[src/rtl/lcd_ui_pkg.sv]
// rtl/lcd_ui_pkg.sv - shared types and constants for the LCD user-input front-end
package lcd_ui_pkg;

  typedef enum logic [2:0] {REST, CW1, CW2, CW3, CCW1, CCW2, CCW3, ERR} enc_state_t;

  localparam logic [1:0] ENC_REST      = 2'b00;
  localparam logic       SW_ACTIVE_LOW = 1'b1;

endpackage

[src/rtl/debounce_bit.sv]
// rtl/debounce_bit.sv - per-bit debouncer, accepts a new level after DEB_CNT differing ticks
module debounce_bit #(
  parameter int   DEB_CNT = 4,
  parameter logic RST_VAL = 1'b0
) (
  input  logic clk,
  input  logic reset,
  input  logic tick,
  input  logic din,
  output logic dout
);

  localparam int CNT_W = $clog2(DEB_CNT + 1);

  logic [CNT_W-1:0] cnt_q, cnt_d;
  logic             dout_q, dout_d;

  always_comb begin
    cnt_d  = cnt_q;
    dout_d = dout_q;
    if (tick) begin
      if (din == dout_q) begin
        cnt_d = '0;
      end else if (cnt_q == CNT_W'(DEB_CNT - 1)) begin
        dout_d = din;
        cnt_d  = '0;
      end else begin
        cnt_d = cnt_q + CNT_W'(1);
      end
    end
  end

  always_ff @(posedge clk) begin
    if (reset) begin
      cnt_q  <= '0;
      dout_q <= RST_VAL;
    end else begin
      cnt_q  <= cnt_d;
      dout_q <= dout_d;
    end
  end

  assign dout = dout_q;

endmodule

[src/rtl/quad_encoder_input.sv]
// rtl/quad_encoder_input.sv - rotary encoder and push-switch conditioning with detent counter
module quad_encoder_input
  import lcd_ui_pkg::*;
#(
  parameter int SAMPLE_DIV = 256,
  parameter int DEB_CNT    = 4,
  parameter int VAL_W      = 8
) (
  input  logic             clk,
  input  logic             reset,
  input  logic [1:0]       enc,
  input  logic             d_sw,
  input  logic             clr,
  output logic [VAL_W-1:0] value,
  output logic             step_up,
  output logic             step_dn,
  output logic             changed,
  output logic             sw_level,
  output logic             sw_press
);

  localparam int DIV_W = $clog2(SAMPLE_DIV);

  logic [1:0]       enc_s1_q, enc_s2_q, enc_f, enc_last_q;
  logic             sw_s1_q, sw_s2_q, sw_f;
  logic [DIV_W-1:0] div_q;
  logic             tick;
  enc_state_t       state_q, state_d;
  logic             inc, dec;
  logic [VAL_W-1:0] value_q, value_d;
  logic             up_q, up_d, dn_q, dn_d, chg_q, chg_d;
  logic             lvl_q, lvl_d, press_q, press_d;

  assign tick = (div_q == DIV_W'(SAMPLE_DIV - 1));

  always_ff @(posedge clk) begin
    if (reset) begin
      enc_s1_q   <= ENC_REST;
      enc_s2_q   <= ENC_REST;
      sw_s1_q    <= SW_ACTIVE_LOW;
      sw_s2_q    <= SW_ACTIVE_LOW;
      div_q      <= '0;
      enc_last_q <= ENC_REST;
    end else begin
      enc_s1_q   <= enc;
      enc_s2_q   <= enc_s1_q;
      sw_s1_q    <= d_sw;
      sw_s2_q    <= sw_s1_q;
      div_q      <= tick ? '0 : div_q + DIV_W'(1);
      enc_last_q <= enc_f;
    end
  end

  debounce_bit #(.DEB_CNT(DEB_CNT), .RST_VAL(1'b0)) u_deb_a (
    .clk(clk), .reset(reset), .tick(tick), .din(enc_s2_q[0]), .dout(enc_f[0]));
  debounce_bit #(.DEB_CNT(DEB_CNT), .RST_VAL(1'b0)) u_deb_b (
    .clk(clk), .reset(reset), .tick(tick), .din(enc_s2_q[1]), .dout(enc_f[1]));
  debounce_bit #(.DEB_CNT(DEB_CNT), .RST_VAL(SW_ACTIVE_LOW)) u_deb_sw (
    .clk(clk), .reset(reset), .tick(tick), .din(sw_s2_q), .dout(sw_f));

  // One FSM step per change of the filtered code, seen one cycle after it lands.
  always_comb begin
    state_d = state_q;
    inc     = 1'b0;
    dec     = 1'b0;
    if (enc_f != enc_last_q) begin
      case (state_q)
        REST: case (enc_f)
          2'b01:   state_d = CW1;
          2'b10:   state_d = CCW1;
          2'b11:   state_d = ERR;
          default: state_d = REST;
        endcase
        CW1: case (enc_f)
          ENC_REST: state_d = REST;
          2'b11:    state_d = CW2;
          2'b10:    state_d = ERR;
          default:  state_d = CW1;
        endcase
        CW2: case (enc_f)
          2'b10:    state_d = CW3;
          2'b01:    state_d = CW1;
          ENC_REST: state_d = ERR;
          default:  state_d = CW2;
        endcase
        CW3: case (enc_f)
          ENC_REST: begin state_d = REST; inc = 1'b1; end
          2'b11:    state_d = CW2;
          2'b01:    state_d = ERR;
          default:  state_d = CW3;
        endcase
        CCW1: case (enc_f)
          ENC_REST: state_d = REST;
          2'b11:    state_d = CCW2;
          2'b01:    state_d = ERR;
          default:  state_d = CCW1;
        endcase
        CCW2: case (enc_f)
          2'b01:    state_d = CCW3;
          2'b10:    state_d = CCW1;
          ENC_REST: state_d = ERR;
          default:  state_d = CCW2;
        endcase
        CCW3: case (enc_f)
          ENC_REST: begin state_d = REST; dec = 1'b1; end
          2'b11:    state_d = CCW2;
          2'b10:    state_d = ERR;
          default:  state_d = CCW3;
        endcase
        ERR:     state_d = (enc_f == ENC_REST) ? REST : ERR;
        default: state_d = REST;
      endcase
    end
  end

  // clr takes priority over a completing detent and suppresses its step strobe.
  always_comb begin
    value_d = value_q;
    up_d    = 1'b0;
    dn_d    = 1'b0;
    chg_d   = 1'b0;
    if (clr) begin
      value_d = '0;
      chg_d   = |value_q;
    end else if (inc) begin
      value_d = value_q + VAL_W'(1);
      up_d    = 1'b1;
      chg_d   = 1'b1;
    end else if (dec) begin
      value_d = value_q - VAL_W'(1);
      dn_d    = 1'b1;
      chg_d   = 1'b1;
    end
    lvl_d   = SW_ACTIVE_LOW ? ~sw_f : sw_f;
    press_d = lvl_d & ~lvl_q;
  end

  always_ff @(posedge clk) begin
    if (reset) begin
      state_q <= REST;
      value_q <= '0;
      up_q    <= 1'b0;
      dn_q    <= 1'b0;
      chg_q   <= 1'b0;
      lvl_q   <= 1'b0;
      press_q <= 1'b0;
    end else begin
      state_q <= state_d;
      value_q <= value_d;
      up_q    <= up_d;
      dn_q    <= dn_d;
      chg_q   <= chg_d;
      lvl_q   <= lvl_d;
      press_q <= press_d;
    end
  end

  assign value    = value_q;
  assign step_up  = up_q;
  assign step_dn  = dn_q;
  assign changed  = chg_q;
  assign sw_level = lvl_q;
  assign sw_press = press_q;

endmodule
[config.mk]
export PLATFORM = sky130hd
export DESIGN_NAME = quad_encoder_input
export DESIGN_NICKNAME = d
export VERILOG_FILES = /design/src/rtl/lcd_ui_pkg.sv /design/src/rtl/debounce_bit.sv /design/src/rtl/quad_encoder_input.sv
export SDC_FILE = /design/constraint.sdc
export NUM_CORES = 1
export LEC_CHECK = 0
export CAP_MARGIN = 15
export CORE_ASPECT_RATIO = 0.9
export CORE_MARGIN = 2
export CORE_UTILIZATION = 57
export DETAILED_ROUTE_END_ITERATION = 10
export GPL_TIMING_DRIVEN = 0
export PLACE_DENSITY = 0.81
export SLEW_MARGIN = 30
export SYNTH_ARGS = -nofsm -noshare
export SYNTH_HDL_FRONTEND = slang
export SYNTH_SLANG_ARGS = --single-unit
[constraint.sdc]
create_clock -name clk -period 3.6 [get_ports clk]
set_input_delay 1.08 -clock clk [delete_from_list [all_inputs] [get_ports clk]]
set_output_delay 1.08 -clock clk [all_outputs]
set_load 0.01 [all_outputs]
Word level (Yosys, flattened, before mapping). Index checks and enable logic that the tools add are counted.

Flip-flop bits (word level): 44. Word-level logic and storage cells: 85.

Add/subtract/negate cells: 6. Equal/unequal tests: 18. Multiplexer cells: 26. Bitwise operators: 6. Reduce and logical (&&, ||, !) cells: 10.

Operators with widths (count): $pmux 3 s3 (6); $pmux 3 s8 (1); $mux 3 (7); $add 8x1->8 const B (2); $mux 8 (2); $eq 3x2->1 const B (5); $eq 3x3->1 const B (4); $add 3x1->3 const B (3); $mux 1 (9); $reduce_and 3->1 (3); $eq 8x8->1 const B (1); $reduce_or 8->1 (1); $sub 8x1->8 const B (1); $pmux 2 s3 (1); $not 1->1 (5); $eq 2x2->1 const B (2); $reduce_or 2->1 (2); $eq 1x1->1 (3); $eq 3x1->1 const B (1); $logic_not 3->1 (1); $reduce_or 3->1 (1); $eq 2x1->1 const B (1); $logic_not 2->1 (1); $ne 2x2->1 (1); other kinds (2) (2).

Depth between registers and ports, before layout. Gate-level depths: netlist of the first run.

Depth after elaboration: 7. Mapped depth: 10.

By module. A second synthesis of the first run with hierarchy kept.

Cells, all modules: 238. Area, all modules: 2224.6 sq um.

Modules (own cells, without submodules): quad_encoder_input (times used 1, cells an instance 181, area an instance 1674.1 sq um, seq. area each 640.6 sq um); debounce_bit at u_deb_a ... (times used 2, cells an instance 19, area an instance 182.7 sq um, seq. area each 80.1 sq um); debounce_bit at u_deb_sw (times used 1, cells an instance 19, area an instance 185.2 sq um, seq. area each 80.1 sq um).

Worst setup path before layout of the first run. Ideal clock, no wire load.

Path type: reg2reg. Start point: reg u_deb_b.dout_q (netlist: u_deb_b.dout). End point: reg value_q[6] (netlist: value[6]). Library setup time: 0.122 ns. Arrival: 2.528 ns. Data required time: 3.478 ns. Setup slack: 0.950 ns. Cell stages (with the launch flop): 11. Path through: dfxtp_1 -> inv_1 -> ha_1 -> and2_1 -> nand3_2 -> fa_1 -> a211oi_1 -> o21bai_1 -> a21oi_1 -> nor4_1 -> a311o_1.

Cells in the longest elaborated chain, start to end: 5.

RTL lines: start: declaration (RTL line debounce_bit.sv:16) `logic dout_q, dout_d;`; start signal: assignment (RTL line debounce_bit.sv:39) `dout_q <= dout_d;`; $logic_not 2->1 (RTL line quad_encoder_input.sv:86, quad_encoder_input.sv:104); $mux 1 (RTL line quad_encoder_input.sv:86, quad_encoder_input.sv:104); $mux 1 (RTL line quad_encoder_input.sv:67) `case (state_q)`; $mux 1 (RTL line quad_encoder_input.sv:66) `if (enc_f != enc_last_q) begin`; $mux 8 / $reduce_bool 2->1 (equally long branches); end signal: assignment (RTL line quad_encoder_input.sv:149) `value_q <= value_d;`; end: declaration (RTL line quad_encoder_input.sv:30) `logic [VAL_W-1:0] value_q, value_d;`.

Several ways; a longest one is shown, not always the timed one. A chain may end at the register's enable or synchronous reset.

Final worst setup path of the first run. Ends and elaborated chain as after synthesis.

==> results of run 1 <==
==> per-layer routing <==
metal	GRT usage (%)	share of wire, %	routed length (um)	vias to the layer above
met5	0	0	0	-
met4	8.49	2.0	87	0
met3	4.51	3.0	130	10
met2	32.1	44	1950	28
met1	28.5	51	2210	897
li1	-	-	-	958
==> sequential cells by signal, summed over array words and instances, names as in the netlist <==
| register | cells |
|---|---|
| u_deb_b.cnt_q | 3 |
| enc_s1_q | 2 |
| sw_press | 1 |
| step_up | 1 |
| sw_s1_q | 1 |
| enc_s2_q | 2 |
| state_q | 3 |
| changed | 1 |
| sw_s2_q | 1 |
| enc_last_q | 2 |
| u_deb_sw.dout | 1 |
| step_dn | 1 |
| u_deb_sw.cnt_q | 3 |
| sw_level | 1 |
| u_deb_a.cnt_q | 3 |
| u_deb_b.dout | 1 |
| value | 8 |
| div_q | 8 |
| u_deb_a.dout | 1 |
==> final cells by class <==
cell class | count | area, sq um
Multi-Input combinational cell | 193 | 1380
Fill cell | 325 | 1310
Sequential cell | 44 | 881
Timing Repair Buffer | 17 | 170
Clock buffer | 5 | 68.8
Tap cell | 48 | 60.1
Buffer | 11 | 56.3
Clock inverter | 3 | 47.5
Inverter | 5 | 18.8
==> logic make-up (layout without fill, tap and decap cells) <==
| logic type | count (synthesis) | count (layout) | share of synthesized area (%) |
|---|---|---|---|
| flip-flops | 44 | 44 | 37.8 |
| XOR/XNOR | 13 | 13 | 5.21 |
| buffers and inverters | 16 | 41 | 3.22 |
| multiplexers | 5 | 5 | 2.68 |
| AND/OR/NAND/NOR | 103 | 103 | 23.8 |
| adder cells (fa/ha/maj) | 19 | 19 | 10.5 |
| AO/OA/AOI/OAI | 53 | 53 | 16.7 |
==> placed cells by master, fill, tap and decap left out, types with 3 or more instances in the layout <==
cell type / synthesis / layout
dfxtp_1: 44 / 44
nor2_1: 35 / 35
ha_1: 18 / 18
clkdlybuf4s50_1: 0 / 17
a21oi_1: 16 / 16
nand2_1: 11 / 11
nor3_1: 8 / 8
nor2b_1: 7 / 7
xor2_1: 6 / 6
clkbuf_1: 6 / 6
xnor2_1: 6 / 6
nand3_1: 6 / 6
o21ai_0: 6 / 6
inv_1: 5 / 5
nor3b_1: 5 / 5
clkbuf_8: 0 / 5
nand2b_1: 4 / 4
or2_2: 4 / 4
a211oi_1: 4 / 4
nor4_1: 4 / 4
mux2i_1: 4 / 4
buf_2: 3 / 3
and4_1: 3 / 3
a21o_1: 3 / 3
==> critical path, delay by kind of cell (launching register included) <==
| family | cells | cell delay (ns) |
|---|---|---|
| fa+ha+maj | 2 | 0.75 |
| buf+inv | 1 | 0.20 |
| simple gates | 3 | 0.62 |
| flops | 1 | 0.43 |
| compound gates | 4 | 0.99 |
==> metrics by stage <==
stage | setup WS (ns) | hold slack, ns
2_1_floorplan | 0.950 | 0.389
3_3_place_gp | 0.586 | 0.396
3_5_place_dp | 0.556 | 0.399
4_1_cts | 0.514 | 0.416
5_1_grt | 0.296 | 0.430
6_report | 0.514 | 0.412
==> power groups by stage <==
stage	registers (mW)	logic, mW	clock network (mW)
finish	0.497	0.0277	0.387
CTS	0.497	0.0280	0.397
detailed placement	0.508	0.0277	0
global placement	0.508	0.0270	0
global route	0.498	0.0310	0.413
floorplan	0.507	0.0167	0
==> worst max-delay path by stage <==
stage and endpoint:
3_3_place_gp value[6]$_SDFFE_PP0P_, 2_1_floorplan value[6]$_SDFFE_PP0P_, 4_1_cts value[6]$_SDFFE_PP0P_, 5_1_grt value[6]$_SDFFE_PP0P_
6_report value[6]$_SDFFE_PP0P_, 3_5_place_dp value[6]$_SDFFE_PP0P_
==> flow_metrics.py, run 1 <==
metrics = {
    "pwr": {
        "seqPwrFrac_pct": 54.5,
        "pwr-share-clk_pct": 42.5,
        "irDropWorstVdd_uv": 349,
        "internal_power_mw": 0.714,
        "p_leak_nw": 1.05,
        "power.total_mw": 0.911,
        "power_frac_comb_pct": 3.0,
        "power_switching_share_pct": 21.6,
        "cellPowerDensity_nw_per_um2": 340,
        "power_switching_mw": 0.197,
    },
    "synthesis": {
        "yosys_warnings": 0,
        "ys_seq_elements": 44,
        "synth-edff-count": 0,
        "synthArstFlopShare_pct": 0,
        "synth.yosys.seq_area_share_pct": 37.8,
        "syn_area_sq_um": 2330,
        "synth_cell_type_count": 55,
        "synth_area_leaders": "dfxtp_1, ha_1, nor2_1",
        "yosys.cell_count.top_type": "dfxtp_1",
        "synthCells": 253,
        "synth_top_area_share_pct": 37.8,
        "syn_nets": 278,
        "synth.largest_area_cell": "dfxtp_1",
        "synth_flop_cell": "dfxtp_1",
        "synth_common_cells": "dfxtp_1, nor2_1, ha_1",
        "avgSynthCellArea_sq_um": 9.21,
    },
    "die": {
        "fp.dieW_um": 71.4,
        "start_util_pct": 58.4,
        "die_y_um": 64.7,
        "dieArea_sq_um": 4620,
        "num_rows": 22,
        "design.core.area_sq_um": 3990,
        "io_pins": 19,
    },
    "placement": {
        "gp_congestion": 0.814,
        "postPlaceCellArea_sq_um": 2560,
        "port_buffers": 17,
        "hpwl_um": 3230,
        "placed_cells": 318,
    },
    "setup_path": {
        "path_cells": "inv_1 > ha_1 > and2_1 > nand3_2 > fa_1 > a211oi_1 > o21bai_1 > a21oi_1 > nor4_1 > a311o_1",
        "r2r_slack_ns": 0.51,
        "cpMaxStageDelayCell": "fa_1",
        "slowest_delay_ns": 0.51,
        "critPathLaunchType": "flip-flop",
        "crit_path_start": "u_deb_b.dout$_SDFFE_PP0P_",
        "rr_endpoint": "value[6]$_SDFFE_PP0P_",
        "reg2reg_depth": 10,
        "cp-end-kind": "flip-flop",
        "crit_type": "flip-flop to flip-flop",
        "r2r_start": "u_deb_b.dout$_SDFFE_PP0P_",
        "critPathMaxFanout": 9,
        "arrival_ns": 3.29,
        "required_ns": 3.81,
    },
    "layout": {
        "drive_gt1_share_pct": 10.4,
        "final_core_utilization_pct": 67.1,
        "final_cells": 326,
        "antennaDiodeCount": 0,
        "final_area_sq_um": 2680,
        "area_growth_pct": 14.9,
        "nets": 302,
    },
    "timing": {
        "finalSetupViolations": 0,
        "finalSetupTns_ns": 0,
        "finalHoldViolCount": 0,
        "drv_slew": 0,
        "skew_ns": 0.0121,
        "final.min_clock_period_ns": 3.09,
        "fmax_mhz": 324,
        "rsz0062_at_grt": "false",
        "fin_crit_sh_pct": 85.7,
        "relSlewSlack_pct": 62.7,
        "worst_pin_slew_ns": 0.560,
    },
    "routing": {
        "drt_iter0_markers": 59,
        "dr_total_vias": 1893,
        "via_per_inst": 5.81,
        "drt_wl_total_um": 4380,
        "ant_nets": 0,
        "drcViolationCount": 0,
        "post_drt_wl_per_cell_um": 13.4,
        "first_pass_iters": 4,
    },
    "grt": {
        "groute.usage.overall_pct": 20.9,
        "antenna_found_initial": 0,
        "grt_overflow": 0,
        "grt_max_degree": 16,
        "grt_pass1_vias": 1700,
        "grt_pass1_wl_um": 7680,
    },
    "hold_path": {
        "holdPathEnd": "sw_press$_SDFF_PP0_",
        "worstHoldStart": "sw_level$_SDFF_PP0_",
        "holdCritPathClass": "flip-flop to flip-flop",
        "hold_depth": 1,
    },
    "clock_tree": {
        "cts_hold_buf": 0,
        "clk_path_buf_depth": 2,
        "cts_buffers": 5,
        "clock_sinks": 44,
        "root_buffer": "clkbuf_8",
        "clkLatencyLatePin_ns": 0.31,
        "postCtsSetupRepairBufs": 0,
        "ctsResizeCount": 0,
        "cts_tree": "built",
        "htree_levels": 2,
        "clk_pin_slew_worst_paths_ns": 0.09,
    },
    "job": {
        "maxCapViolCount": 0,
    },
    "outcome": {
        "status": "finished clean",
    },
}
Note: power is estimated with default switching activity, not from simulation.
==> inputs of run 2 (changes only) <==
- CORE_MARGIN: 2 -> unset
==> run 2 against run 1 <==
Critical path depth unchanged. Via count down 2.0%. Non-clock buffer count unchanged. Cell count down 0.61%. Clock power up 2%. Clock skew down 0.0037 ns. Die area down 5.8%. Flip-flop and latch count unchanged. Setup slack better by 0.047 ns. Global-route usage up 0.97 points. Register-to-register slack better by 0.05 ns. Highest routed layer unchanged.
==> flow_metrics.py, run 2 (synthesis gave the netlist of run 1 again) <==
metrics = {
    "grt": {
        "use_met2_pct": 34.3,
        "grt_max_degree": 15,
        "grt_pass1_wl_um": 7700,
        "grt_pass1_vias": 1697,
        "grt_overflow": 0,
        "antenna_found_initial": 0,
        "groute.usage.overall_pct": 21.8,
        "grt-busiest-layer": "met2",
        "use_met3_pct": 3.87,
        "grt_util_met1_pct": 30.1,
    },
    "hold_path": {
        "holdCritPathClass": "flip-flop to flip-flop",
    },
    "pwr": {
        "irDropWorstVdd_uv": 350,
        "cellPowerDensity_nw_per_um2": 342,
        "p_leak_nw": 1.06,
        "power.total_mw": 0.918,
    },
    "die": {
        "dieArea_sq_um": 4350,
        "design.core.area_sq_um": 3810,
        "die_y_um": 62.7,
        "io_pins": 19,
        "num_rows": 21,
        "start_util_pct": 61.2,
        "fp.dieW_um": 69.4,
    },
    "routing": {
        "drt_iter0_markers": 63,
        "post_drt_wl_per_cell_um": 13.5,
        "via_per_inst": 5.73,
        "ant_nets": 0,
        "first_pass_iters": 4,
        "dr_total_vias": 1856,
        "drcViolationCount": 0,
        "drt_wl_total_um": 4380,
    },
    "layout": {
        "layout_commonest_cell": "dfxtp_1",
        "nFillCells": 282,
        "multi_input_area_sq_um": 1380,
        "nets": 302,
        "layout_common_cells": "dfxtp_1, nor2_1, ha_1",
        "area_growth_pct": 15.0,
        "antennaDiodeCount": 0,
        "final_core_utilization_pct": 70.3,
        "drive_gt1_share_pct": 10.4,
        "seq_area_sq_um": 881,
    },
    "clock_tree": {
        "ctsResizeCount": 0,
        "cts_tree": "built",
        "clock_sinks": 44,
        "clk_path_buf_depth": 2,
        "clk_pin_slew_worst_paths_ns": 0.09,
        "cts_hold_buf": 0,
        "clkLatencyLatePin_ns": 0.30,
        "postCtsSetupRepairBufs": 0,
        "root_buffer": "clkbuf_8",
        "cts_buffers": 5,
        "htree_levels": 2,
    },
    "timing": {
        "skew_ns": 0.00836,
        "finalHoldViolCount": 0,
        "fmax_mhz": 329,
        "finalSetupViolations": 0,
        "finalSetupTns_ns": 0,
        "relSlewSlack_pct": 64.3,
        "rsz0062_at_grt": "false",
        "final.min_clock_period_ns": 3.04,
        "setup_ws_ns": 0.561,
        "fin_crit_sh_pct": 84.4,
        "worst_pin_slew_ns": 0.536,
        "drv_slew": 0,
    },
    "placement": {
        "gp_congestion": 0.856,
        "port_buffers": 17,
        "hpwl_um": 3220,
        "place_ws_ns": 0.580,
    },
    "outcome": {
        "status": "finished clean",
    },
    "setup_path": {
        "arrival_ns": 3.23,
        "critPathMaxFanout": 9,
        "required_ns": 3.79,
        "crit_type": "flip-flop to flip-flop",
        "critPathLaunchType": "flip-flop",
        "cp-end-kind": "flip-flop",
    },
    "job": {
        "maxCapViolCount": 0,
    },
}
## run 2: changes by cell type in the layout (fill, tap and decap cells not counted)
cell,previous run,this run
clkbuf_8,5,6
clkinv_4,2,1
## run 2: path summary, 6_finish.rpt
kind / slack, ns / cells past startpoint / start / endpoint
worst min register to register: 0.42 / 1 / sw_s1_q$_SDFF_PP1_ / sw_s2_q$_SDFF_PP1_
worst max register to register: 0.56 / 10 / u_deb_b.dout$_SDFFE_PP0P_ / value[6]$_SDFFE_PP0P_
worst max-delay path: 0.56 / 10 / u_deb_b.dout$_SDFFE_PP0P_ / value[6]$_SDFFE_PP0P_
worst min-delay path: 0.42 / 1 / sw_s1_q$_SDFF_PP1_ / sw_s2_q$_SDFF_PP1_
## run 2: final cells by class
class                   instances  area share [%]
flip-flops and latches         44            32.9
clock inverters                 2            1.45
well taps                      46            2.15
clock buffers                   6            3.08
multi-input cells             193            51.3
inverters                       5           0.700
plain buffers                  11            2.10
repair buffers                 17            6.35
## run 2: worst max-delay path: stages (launching register included)
cell,delay [ns]
dfxtp_1,0.43
inv_1,0.20
ha_1,0.24
and2_1,0.28
nand3_2,0.26
fa_1,0.50
a211oi_1,0.32
o21bai_1,0.12
a21oi_1,0.18
nor4_1,0.06
a311o_1,0.32
## run 2: layer usage
metal  vias to the layer above  share of wire, %
met3                         4               2.9
met5                         -                 0
met1                       865                50
met2                        26                46
li1                        961                 -
met4                         0              0.82
## run 2: power breakdown
group / internal, mW / total, mW / switching, mW
combinational: 0.0127 / 0.0276 / 0.0149
sequential: 0.493 / 0.496 / 0.00354
clock: 0.227 / 0.394 / 0.167
total: 0.732 / 0.918 / 0.186
## run 2: metrics by stage
step / instances / hold WS (ns) / area (sq um)
after floorplan: 253 / 0.389 / 2330
after global placement: 316 / 0.396 / 2560
after detailed placement: 316 / 0.407 / 2560
after CTS: 324 / 0.424 / 2680
after global routing: 324 / 0.451 / 2680
final: 324 / 0.424 / 2680
==> inputs of run 3 (changes only) <==
- clock period: 3.6 -> 3.1 ns (I/O delays scaled with it)
==> run 3 against run 2 <==
Setup slack got worse by 0.35 ns. Core utilization increased by 0.23 points. Global-route usage unchanged. Sequential power increased by 16%. Non-clock buffer count unchanged. Flip-flop and latch count unchanged. Register-to-register slack got worse by 0.35 ns. Critical endpoint unchanged. Maximum frequency increased by 5.1%. Cell count unchanged. Critical path depth unchanged. Clock skew decreased by 0.00053 ns. Sequential share of layout area decreased by 0.11 points.
==> flow_metrics.py, run 3 (synthesis gave the netlist of run 1 again) <==
metrics = {
    "outcome": {
        "status": "finished clean",
    },
    "setup_path": {
        "arrival_ns": 3.08,
        "required_ns": 3.29,
        "critPathMaxFanout": 9,
        "crit_type": "flip-flop to flip-flop",
        "r2r_slack_ns": 0.21,
        "critPathLaunchType": "flip-flop",
        "cp-end-kind": "flip-flop",
    },
    "placement": {
        "port_buffers": 17,
        "postPlaceCellArea_sq_um": 2560,
        "gp_congestion": 0.856,
        "hpwl_um": 3220,
        "place_ws_ns": 0.0798,
    },
    "clock_tree": {
        "clk_path_buf_depth": 2,
        "cts_tree": "built",
        "clk_pin_slew_worst_paths_ns": 0.09,
        "htree_levels": 2,
        "cts_buffers": 5,
        "clkLatencyLatePin_ns": 0.30,
        "root_buffer": "clkbuf_8",
        "cts_hold_buf": 0,
        "clock_sinks": 44,
        "ctsResizeCount": 0,
        "postCtsSetupRepairBufs": 0,
    },
    "pwr": {
        "irDropWorstVdd_uv": 403,
        "power_switching_mw": 0.216,
        "seqPwrFrac_pct": 54.1,
        "cellPowerDensity_nw_per_um2": 396,
        "power_frac_comb_pct": 3.0,
        "pwr-share-clk_pct": 42.9,
        "power_switching_share_pct": 20.2,
        "internal_power_mw": 0.850,
        "p_leak_nw": 1.06,
    },
    "die": {
        "num_rows": 21,
        "fp.dieW_um": 69.4,
        "die_y_um": 62.7,
        "io_pins": 19,
        "design.core.area_sq_um": 3810,
        "start_util_pct": 61.2,
        "dieArea_sq_um": 4350,
    },
    "layout": {
        "layout_commonest_cell": "dfxtp_1",
        "nets": 302,
        "area_growth_pct": 15.4,
        "final_area_sq_um": 2690,
        "antennaDiodeCount": 0,
        "layout_common_cells": "dfxtp_1, nor2_1, ha_1",
        "drive_gt1_share_pct": 10.8,
        "final_core_utilization_pct": 70.6,
    },
    "grt": {
        "groute.usage.overall_pct": 21.8,
        "grt_pass1_wl_um": 7700,
        "antenna_found_initial": 0,
        "grt_pass1_vias": 1697,
        "grt_max_degree": 15,
        "grt_overflow": 0,
    },
    "timing": {
        "fin_crit_sh_pct": 93.3,
        "skew_ns": 0.00783,
        "fmax_mhz": 346,
        "worst_pin_slew_ns": 0.535,
        "drv_slew": 0,
        "finalSetupTns_ns": 0,
        "finalHoldViolCount": 0,
        "final.min_clock_period_ns": 2.89,
        "relSlewSlack_pct": 64.3,
        "finalSetupViolations": 0,
        "rsz0062_at_grt": "false",
        "setup_ws_ns": 0.209,
    },
    "routing": {
        "post_drt_wl_per_cell_um": 13.6,
        "dr_total_vias": 1858,
        "drt_wl_total_um": 4410,
        "first_pass_iters": 4,
        "ant_nets": 0,
        "via_per_inst": 5.73,
        "drt_iter0_markers": 83,
        "drcViolationCount": 0,
    },
    "hold_path": {
        "holdCritPathClass": "flip-flop to flip-flop",
    },
    "job": {
        "maxCapViolCount": 0,
    },
}
run 3: final cells by class:
class	count	area (sq um)
inverters	5	18.8
multi-input cells	193	1380
plain buffers	11	56.3
fillers	283	1120
clock buffers	6	82.6
well taps	46	57.6
repair buffers	17	170
clock inverters	2	38.8
flip-flops and latches	44	881
run 3: power groups by stage:
stage / logic, mW / clock network [mW] / registers, mW
floorplan: 0.0193 / 0 / 0.589
detailed placement: 0.0323 / 0 / 0.590
finish: 0.0321 / 0.458 / 0.576
global placement: 0.0317 / 0 / 0.589
global route: 0.0358 / 0.493 / 0.577
CTS: 0.0324 / 0.472 / 0.576
run 3: per-stage QoR:
| step | cells | hold slack, ns | power (mW) |
|---|---|---|---|
| after floorplan | 253 | 0.389 | 0.608 |
| after global placement | 316 | 0.396 | 0.621 |
| after detailed placement | 316 | 0.407 | 0.622 |
| after CTS | 324 | 0.424 | 1.08 |
| after global routing | 324 | 0.451 | 1.11 |
| final | 324 | 0.425 | 1.07 |
run 3: critical path, stage by stage (launching register included):
cell and delay (ns):
dfxtp_1 0.52, xor2_1 0.33, or2_1 0.15, buf_4 0.16, nand3_4 0.14, fa_1 0.47, a211oi_1 0.32, o21bai_1 0.12
a21oi_1 0.18, nor4_1 0.06, a311o_1 0.32
run 3: path summary, 6_finish.rpt:
path	startpoint	to	depth (start not counted)
worst max-delay path	u_deb_a.dout$_SDFFE_PP0P_	value[6]$_SDFFE_PP0P_	10
worst min-delay path	sw_s1_q$_SDFF_PP1_	sw_s2_q$_SDFF_PP1_	1
worst max register to register	u_deb_a.dout$_SDFFE_PP0P_	value[6]$_SDFFE_PP0P_	10
worst min register to register	sw_s1_q$_SDFF_PP1_	sw_s2_q$_SDFF_PP1_	1
run 3: layer usage:
metal  vias up  global-route usage, %  part of all wire [%]
li1        960                      -                     -
met1       867                   30.1                    50
met2        24                   34.3                    46
met3         7                   3.87                   2.6
met4         0                   7.65                   1.4
met5         -                      0                     0
